## src/rtl/pass_detector.sv

```systemverilog
// pass_detector
//   Generates the one-cycle `add` strobe for the score digit chain. The pipe
//   column is tracked against the fixed bird column, and a point is credited
//   once per pipe, when the pipe's span has moved entirely left of the bird.
//   Credited points are queued and issued as pulses spaced GAP idle cycles
//   apart, so that carries in the digit chain settle between increments.
//
// Ports
//   clk       in   system clock
//   reset     in   synchronous reset, active low
//   start     in   game running; low forces IDLE and flushes the queue
//   collide   in   bird hit pipe/ground this cycle
//   pipe_col  in   leftmost column of the current pipe [COL_W-1:0]
//   add       out  one-cycle point strobe (registered)
//   overlap   out  bird column inside the pipe span (state OVERLAP)
//   dead      out  state DEAD
//   lost      out  sticky: a point was dropped because the queue was full
//
// state    | meaning
// ---------+-----------------------------------------------------------
// IDLE     | game not running, queue empty
// APPROACH | pipe still right of the bird, not yet scored
// OVERLAP  | bird column inside the pipe span, not yet scored
// CLEAR    | pipe already scored, waiting for the next pipe to respawn
// DEAD     | collision seen; queued points still drain
module pass_detector #(
    parameter int COL_W    = 4,
    parameter int BIRD_COL = 3,
    parameter int PIPE_W   = 2,
    parameter int GAP      = 2,
    parameter int PEND_MAX = 3
) (
    input  logic             clk,
    input  logic             reset,
    input  logic             start,
    input  logic             collide,
    input  logic [COL_W-1:0] pipe_col,
    output logic             add,
    output logic             overlap,
    output logic             dead,
    output logic             lost
);

    localparam int PW = $clog2(PEND_MAX + 1);
    localparam int GW = (GAP > 0) ? $clog2(GAP + 1) : 1;

    localparam logic [COL_W:0] LO    = (COL_W+1)'(BIRD_COL - PIPE_W + 1);
    localparam logic [COL_W:0] HI    = (COL_W+1)'(BIRD_COL);
    localparam logic [PW-1:0]  PMAX  = PW'(PEND_MAX);
    localparam logic [GW-1:0]  GAP_V = GW'(GAP);

    typedef enum logic [2:0] {
        IDLE     = 3'd0,
        APPROACH = 3'd1,
        OVERLAP  = 3'd2,
        CLEAR    = 3'd3,
        DEAD     = 3'd4
    } state_t;

    state_t         state;
    logic [PW-1:0]  pending;
    logic [GW-1:0]  gap_cnt;

    logic [COL_W:0] col;
    logic           below;
    logic           above;
    logic           in_span;
    logic           armed;
    logic           pt;
    logic           issue;
    logic [PW:0]    pend_sum;
    logic [PW:0]    pend_dec;

    // Extra top bit keeps every column compare unsigned and overflow free.
    assign col      = {1'b0, pipe_col};
    assign below    = (col < LO);
    assign above    = (col > HI);
    assign in_span  = !below && !above;
    assign armed    = (state == APPROACH) || (state == OVERLAP);

    // A pass in the same cycle as a collision earns nothing.
    assign pt       = armed && below && !collide;
    assign issue    = (gap_cnt == '0) && ((pending != '0) || pt);
    assign pend_sum = {1'b0, pending} + {{PW{1'b0}}, pt};
    assign pend_dec = pend_sum - 1'b1;

    assign overlap  = (state == OVERLAP);
    assign dead     = (state == DEAD);

    always_ff @(posedge clk) begin
        if (!reset) begin
            state   <= IDLE;
            pending <= '0;
            gap_cnt <= '0;
            add     <= 1'b0;
            lost    <= 1'b0;
        end else if (!start) begin
            // lost stays sticky across games; only reset clears it.
            state   <= IDLE;
            pending <= '0;
            gap_cnt <= '0;
            add     <= 1'b0;
        end else begin
            case (state)
                IDLE:     state <= APPROACH;
                APPROACH: begin
                    if (collide)      state <= DEAD;
                    else if (below)   state <= CLEAR;
                    else if (in_span) state <= OVERLAP;
                end
                OVERLAP: begin
                    if (collide)      state <= DEAD;
                    else if (below)   state <= CLEAR;
                    else if (above)   state <= APPROACH;
                end
                CLEAR: begin
                    if (collide)      state <= DEAD;
                    else if (above)   state <= APPROACH;
                end
                DEAD:     state <= DEAD;
                default:  state <= IDLE;
            endcase

            if (issue) begin
                // Issuing consumes one point; a new point this cycle can
                // only refill what was taken, so no saturation is needed.
                add     <= 1'b1;
                pending <= pend_dec[PW-1:0];
                gap_cnt <= GAP_V;
            end else begin
                add <= 1'b0;
                if (gap_cnt != '0)
                    gap_cnt <= gap_cnt - 1'b1;
                if (pend_sum > {1'b0, PMAX})
                    pending <= PMAX;
                else
                    pending <= pend_sum[PW-1:0];
                if ((pending == PMAX) && pt)
                    lost <= 1'b1;
            end
        end
    end

endmodule

```

## config.mk

```make
export PLATFORM = sky130hd
export DESIGN_NAME = pass_detector
export DESIGN_NICKNAME = d
export VERILOG_FILES = /design/src/rtl/pass_detector.sv
export SDC_FILE = /design/constraint.sdc
export NUM_CORES = 1
export LEC_CHECK = 0
export ABC_AREA = 1
export CAP_MARGIN = 10
export CORE_AREA = 2 2 39 41
export CTS_BUF_LIST = sky130_fd_sc_hd__clkbuf_2
export CTS_CLUSTER_DIAMETER = 60
export DETAILED_ROUTE_END_ITERATION = 7
export DIE_AREA = 0 0 41 43
export PLACE_DENSITY_LB_ADDON = 0.05
export SYNTH_ARGS = -nofsm -noshare
export SYNTH_HDL_FRONTEND = slang
export SYNTH_SLANG_ARGS = --single-unit
```

## constraint.sdc

```tcl
create_clock -name clk -period 2 [get_ports clk]
set_input_delay 0.4 -clock clk [delete_from_list [all_inputs] [get_ports clk]]
set_output_delay 0.4 -clock clk [all_outputs]
set_load 0.05 [all_outputs]
```

Word level (Yosys, flattened, before mapping):

Index checks and enable logic that the tools add are counted.

* register bits: 9
* word-level logic and storage cells: 52

* $add $sub $neg: 3
* $lt $le $gt $ge: 3
* eq/ne operators: 6
* multiplexer cells: 13
* bitwise operators: 3
* reductions and logical operators: 18

Operator list (count)
* $mux W3: 7
* $pmux W3 S5: 1
* $mux W2: 4
* $eq A3 B2 Y1 const B: 2
* $reduce_bool A2 Y1: 3
* $logic_and A1 B1 Y1: 5
* $gt A4 B2 Y1 const B: 1
* $lt A4 B2 Y1 const B: 1
* $ne A4 B4 Y1 const B: 1
* $sub A2 B1 Y2 const B: 2
* $add A2 B1 Y3: 1
* $eq A3 B1 Y1 const B: 1
* $eq A3 B3 Y1 const B: 1
* $gt A3 B2 Y1 const B: 1
* $logic_not A1 Y1: 3
* $logic_not A3 Y1: 1
* $not A1 Y1: 3
* $reduce_and A3 Y1: 1
* $reduce_or A3 Y1: 1
* $eq A2 B2 Y1 const B: 1
* $logic_not A2 Y1: 1
* $logic_or A1 B1 Y1: 2
* $reduce_and A2 Y1: 1
* $mux W1: 1

Depth between registers and ports, before layout:

* word-level depth: 8
* depth in mapped cells: 11
* depth with buffers taken out: 11

Least setup slack after synthesis:

Ideal clock, no wire load.

* kind: input to register
* start point: input port pipe_col[3]
* end point: register pending[1]
* library setup time: 0.113 ns
* arrival time: 1.480 ns
* required time: 1.887 ns
* setup slack: 0.407 ns
* stages: 10
* path buffers: 0
* path through: nor2_1 -> and2_4 -> nand2_4 -> inv_2 -> ha_1 -> inv_1 -> ha_1 -> xnor2_1 -> nand4_1 -> nand2_1

* cells in the longest elaborated chain, start to end: 7

RTL lines
* from (decl): line 37 `input logic [COL_W-1:0] pipe_col,`
* $lt A4 B2 Y1 (*): line 76 `assign below = (col < LO);`
* $logic_and A1 B1 Y1 (*) (2 in series): line 82 `assign pt = armed && below && !collide;`
* $add A2 B1 Y3: line 84 `assign pend_sum = {1'b0, pending} + {{PW{1'b0}}, pt};`
* $gt A3 B2 Y1: line 134 `if (pend_sum > {1'b0, PMAX})`
* $mux W2: line 134
* $mux W2 (*): line 124 `if (issue) begin`
* to (signal assigned): line 128 `pending <= pend_dec[PW-1:0];`
* to (signal assigned): line 137 `pending <= pend_sum[PW-1:0];`
* to (decl): line 61 `logic [PW-1:0] pending;`

Every way passes the cells marked *; elsewhere a longest branch is shown, timed or not.
A chain may end at the register's enable or synchronous reset.

Final worst setup path:

* start point: register lost
* end point: output port lost

RTL lines
* from (decl): line 41 `output logic lost`
* from (signal assigned): line 96 `lost <= 1'b0;`
* from (signal assigned): line 139 `lost <= 1'b1;`

No word-level cell between the ends.

==> reports/qor.yml <==
status:
  run_status: "finished clean"
cells_and_area:
  layout.nets: 102
  instances_no_fill: 106
  area_growth_pct: 35.2
  n_antenna_cell: 0
  drive_gt1_share_pct: 26.7
  final_area_um2: 711
global_route:
  grt_pass1_wl_mm: 1.59
  grt_use_total_pct: 13.1
  antenna_found_initial: 0
  overflow: 0
  grt_pass1_vias: 450
  grt_max_degree: 7
logic_synthesis:
  ys_top_cells_by_area: "dfxtp_1 34%, nand2_1 8.6%, inv_1 7.9%"
  syn_nets: 83
  ys.flop_type: "dfxtp_1"
  synth_edf_count: 0
  synthDistinctLibCells: 21
  synth.top_cell.area_share_pct: 34.3
  synthArstFlopShare_pct: 0
  synth_seq_area_share_pct: 34.3
  netlist_area_um2: 526
  syn_inst: 72
  avgSynthCellArea_um2: 7.30
  yosys.area.top_type: "dfxtp_1"
  yosys_register_bits: 9
  yosysWarnings: 0
placed_design:
  numPortBuffers: 10
  hpwl_um: 766
  gp_congestion: 0.669
  dp.cells: 102
  dpl_cell_area_um2: 671
setup_path:
  path_delay_family: "buffers and inverters"
  crit_cells: 1
  crit_path_end_kind: "output pin"
  cpPeakStageDelay_ns: 0.79
  crit_buf_inv: 1
  crit_chain: "clkdlybuf4s50_1"
  start_kind: "register"
  crit_path_top_delay_cell: "clkdlybuf4s50_1"
  crit_required_ns: 1.60
  critPathMaxFanout: 2
  cp.arrival_ns: 1.37
  path_class: "register to output pin"
  r2r_cells: 11
timing:
  fin_crit_sh_pct: 88.4
  period_needed_ns: 1.77
  tightest_slew_ns: 0.489
  timing.slew.headroom_pct: 67.3
  slew_viol_final: 0
  finalSetupViolCount: 0
  hold_viol: 0
  fmax_mhz: 566
  fin_skew_ns: 0.00493
  rsz0062_at_grt: "false"
die:
  chipHeight_um: 43
  rows: 14
  core_area_um2: 1380
  io_pins: 12
  die_area_um2: 1760
  fp.dieW_um: 41
  start_util_pct: 38.0
clock_network:
  clockRootBuffer: "clkbuf_2"
  cts_made_buffers: 3
  path_clk_slew_ns: 0.08
  cts_setup_buffers: 0
  cts_sinks: 9
  cts_tree: "built"
  clk_path_buf_depth: 2
  htree_levels: 1
  clk_latency_ns: 0.25
hold_path:
  holdPathStages: 2
  hp-class: "register to register"
routing:
  vias_per_cell: 4.63
  wl_per_cell_um: 9.12
  drc: 0
  drtAntennaViolNets: 0
  firstDrtPassIters: 4
  drt-total-wl_um: 967
  drt_iter0_markers: 7
  vias: 491
pwr:
  p_per_area_nw_per_um2: 516
  p_total_uw: 366
  leakagePower_nw: 0.362
  ir_worst_vdd_v: 0.000308
job:
  drv_cap: 0
[worst paths after layout]
kind	slack (ns)	start	endpoint
worst min-delay path	0.46	lost	lost
worst max-delay path	0.23	lost	lost
worst min register to register	0.46	lost	lost
worst max register to register	0.43	state[2]	pending[1]
[through the flow]
stage | utilization, % | hold WS (ns) | TNS (ns) | setup WS (ns)
after detailed placement | 48.5 | 0.443 | -0.216 | -0.140
final | 51.4 | 0.456 | 0 | 0.233
after floorplan | - | 0.447 | 0 | 0.407
after global routing | 51.4 | 0.499 | 0 | 0.0461
after CTS | 49.9 | 0.455 | 0 | 0.104
after global placement | 48.5 | 0.440 | -0.215 | -0.135
[cells in the final DEF, fill, tap and decap left out]
master           netlist  final
inv_2                  2      2
a21oi_1                2      2
a31oi_1                1      1
ha_4                   0      1
clkdlybuf4s50_1        0      6
nand3_2                1      1
nor2_2                 1      2
and2_4                 1      1
ha_1                   3      2
nand2_1               12     12
nand2_4                3      3
nor3b_2                1      1
a21oi_2                1      1
nor3_1                 2      2
dfxtp_1                9      9
xnor2_1                1      1
or2_2                  1      1
nor2_1                11     10
nand2_2                1      1
nand4_1                2      2
dlymetal6s2s_1         0      2
clkbuf_2               0      4
a21boi_1               1      1
buf_4                  0      6
nand3_1                5      5
inv_1                 11     11
[where the power goes]
part	internal, mW	total (mW)	switching, mW
logic	0.0299	0.0627	0.0328
clock network	0.0531	0.117	0.0634
registers	0.183	0.187	0.00395
[state kept, by name, summed over array words and instances, names as in the netlist]
name	flops
gap_cnt	2
pending	2
lost	1
state	3
add	1
[cell usage after synthesis (2+ instances only)]
cell type	number
dfxtp_1	9
nand3_1	5
nor2_1	11
nand4_1	2
nand2_1	12
nand2_4	3
a21oi_1	2
nor3_1	2
ha_1	3
inv_1	11
inv_2	2
[metal layers]
layer | vias up | part of all wire [%] | global-route usage (%)
li1 | 263 | - | -
met1 | 215 | 45 | 14.4
met2 | 10 | 50 | 22.2
met3 | 3 | 3.0 | 1.57
met4 | 0 | 1.7 | 8.00
met5 | - | 0 | 0
[cell type report]
type                    instances  area, um^2
repair buffers                 14         130
inverters                      13        48.8
flip-flops and latches          9         180
fillers                       146         673
clock buffers                   4        20.0
well taps                      16        20.0
multi-input cells              50         312
[repair_timing]
item / in CTS / in global routing
setup endpoints to repair: 0 / 1
gates resized for setup: 0 / 5
hold buffers: 0 / 0
[logic make-up after synthesis]
kind of cell	after synthesis	synth area share (%)
buffers and inverters	13	9.29
and+or+nand+nor	41	41.4
AOI/OAI and AO/OA	5	6.19
adders and majority gates	3	7.14
DFF	9	34.3
xor gates and xnor gates	1	1.67
Power figures use the tool's default switching activity.
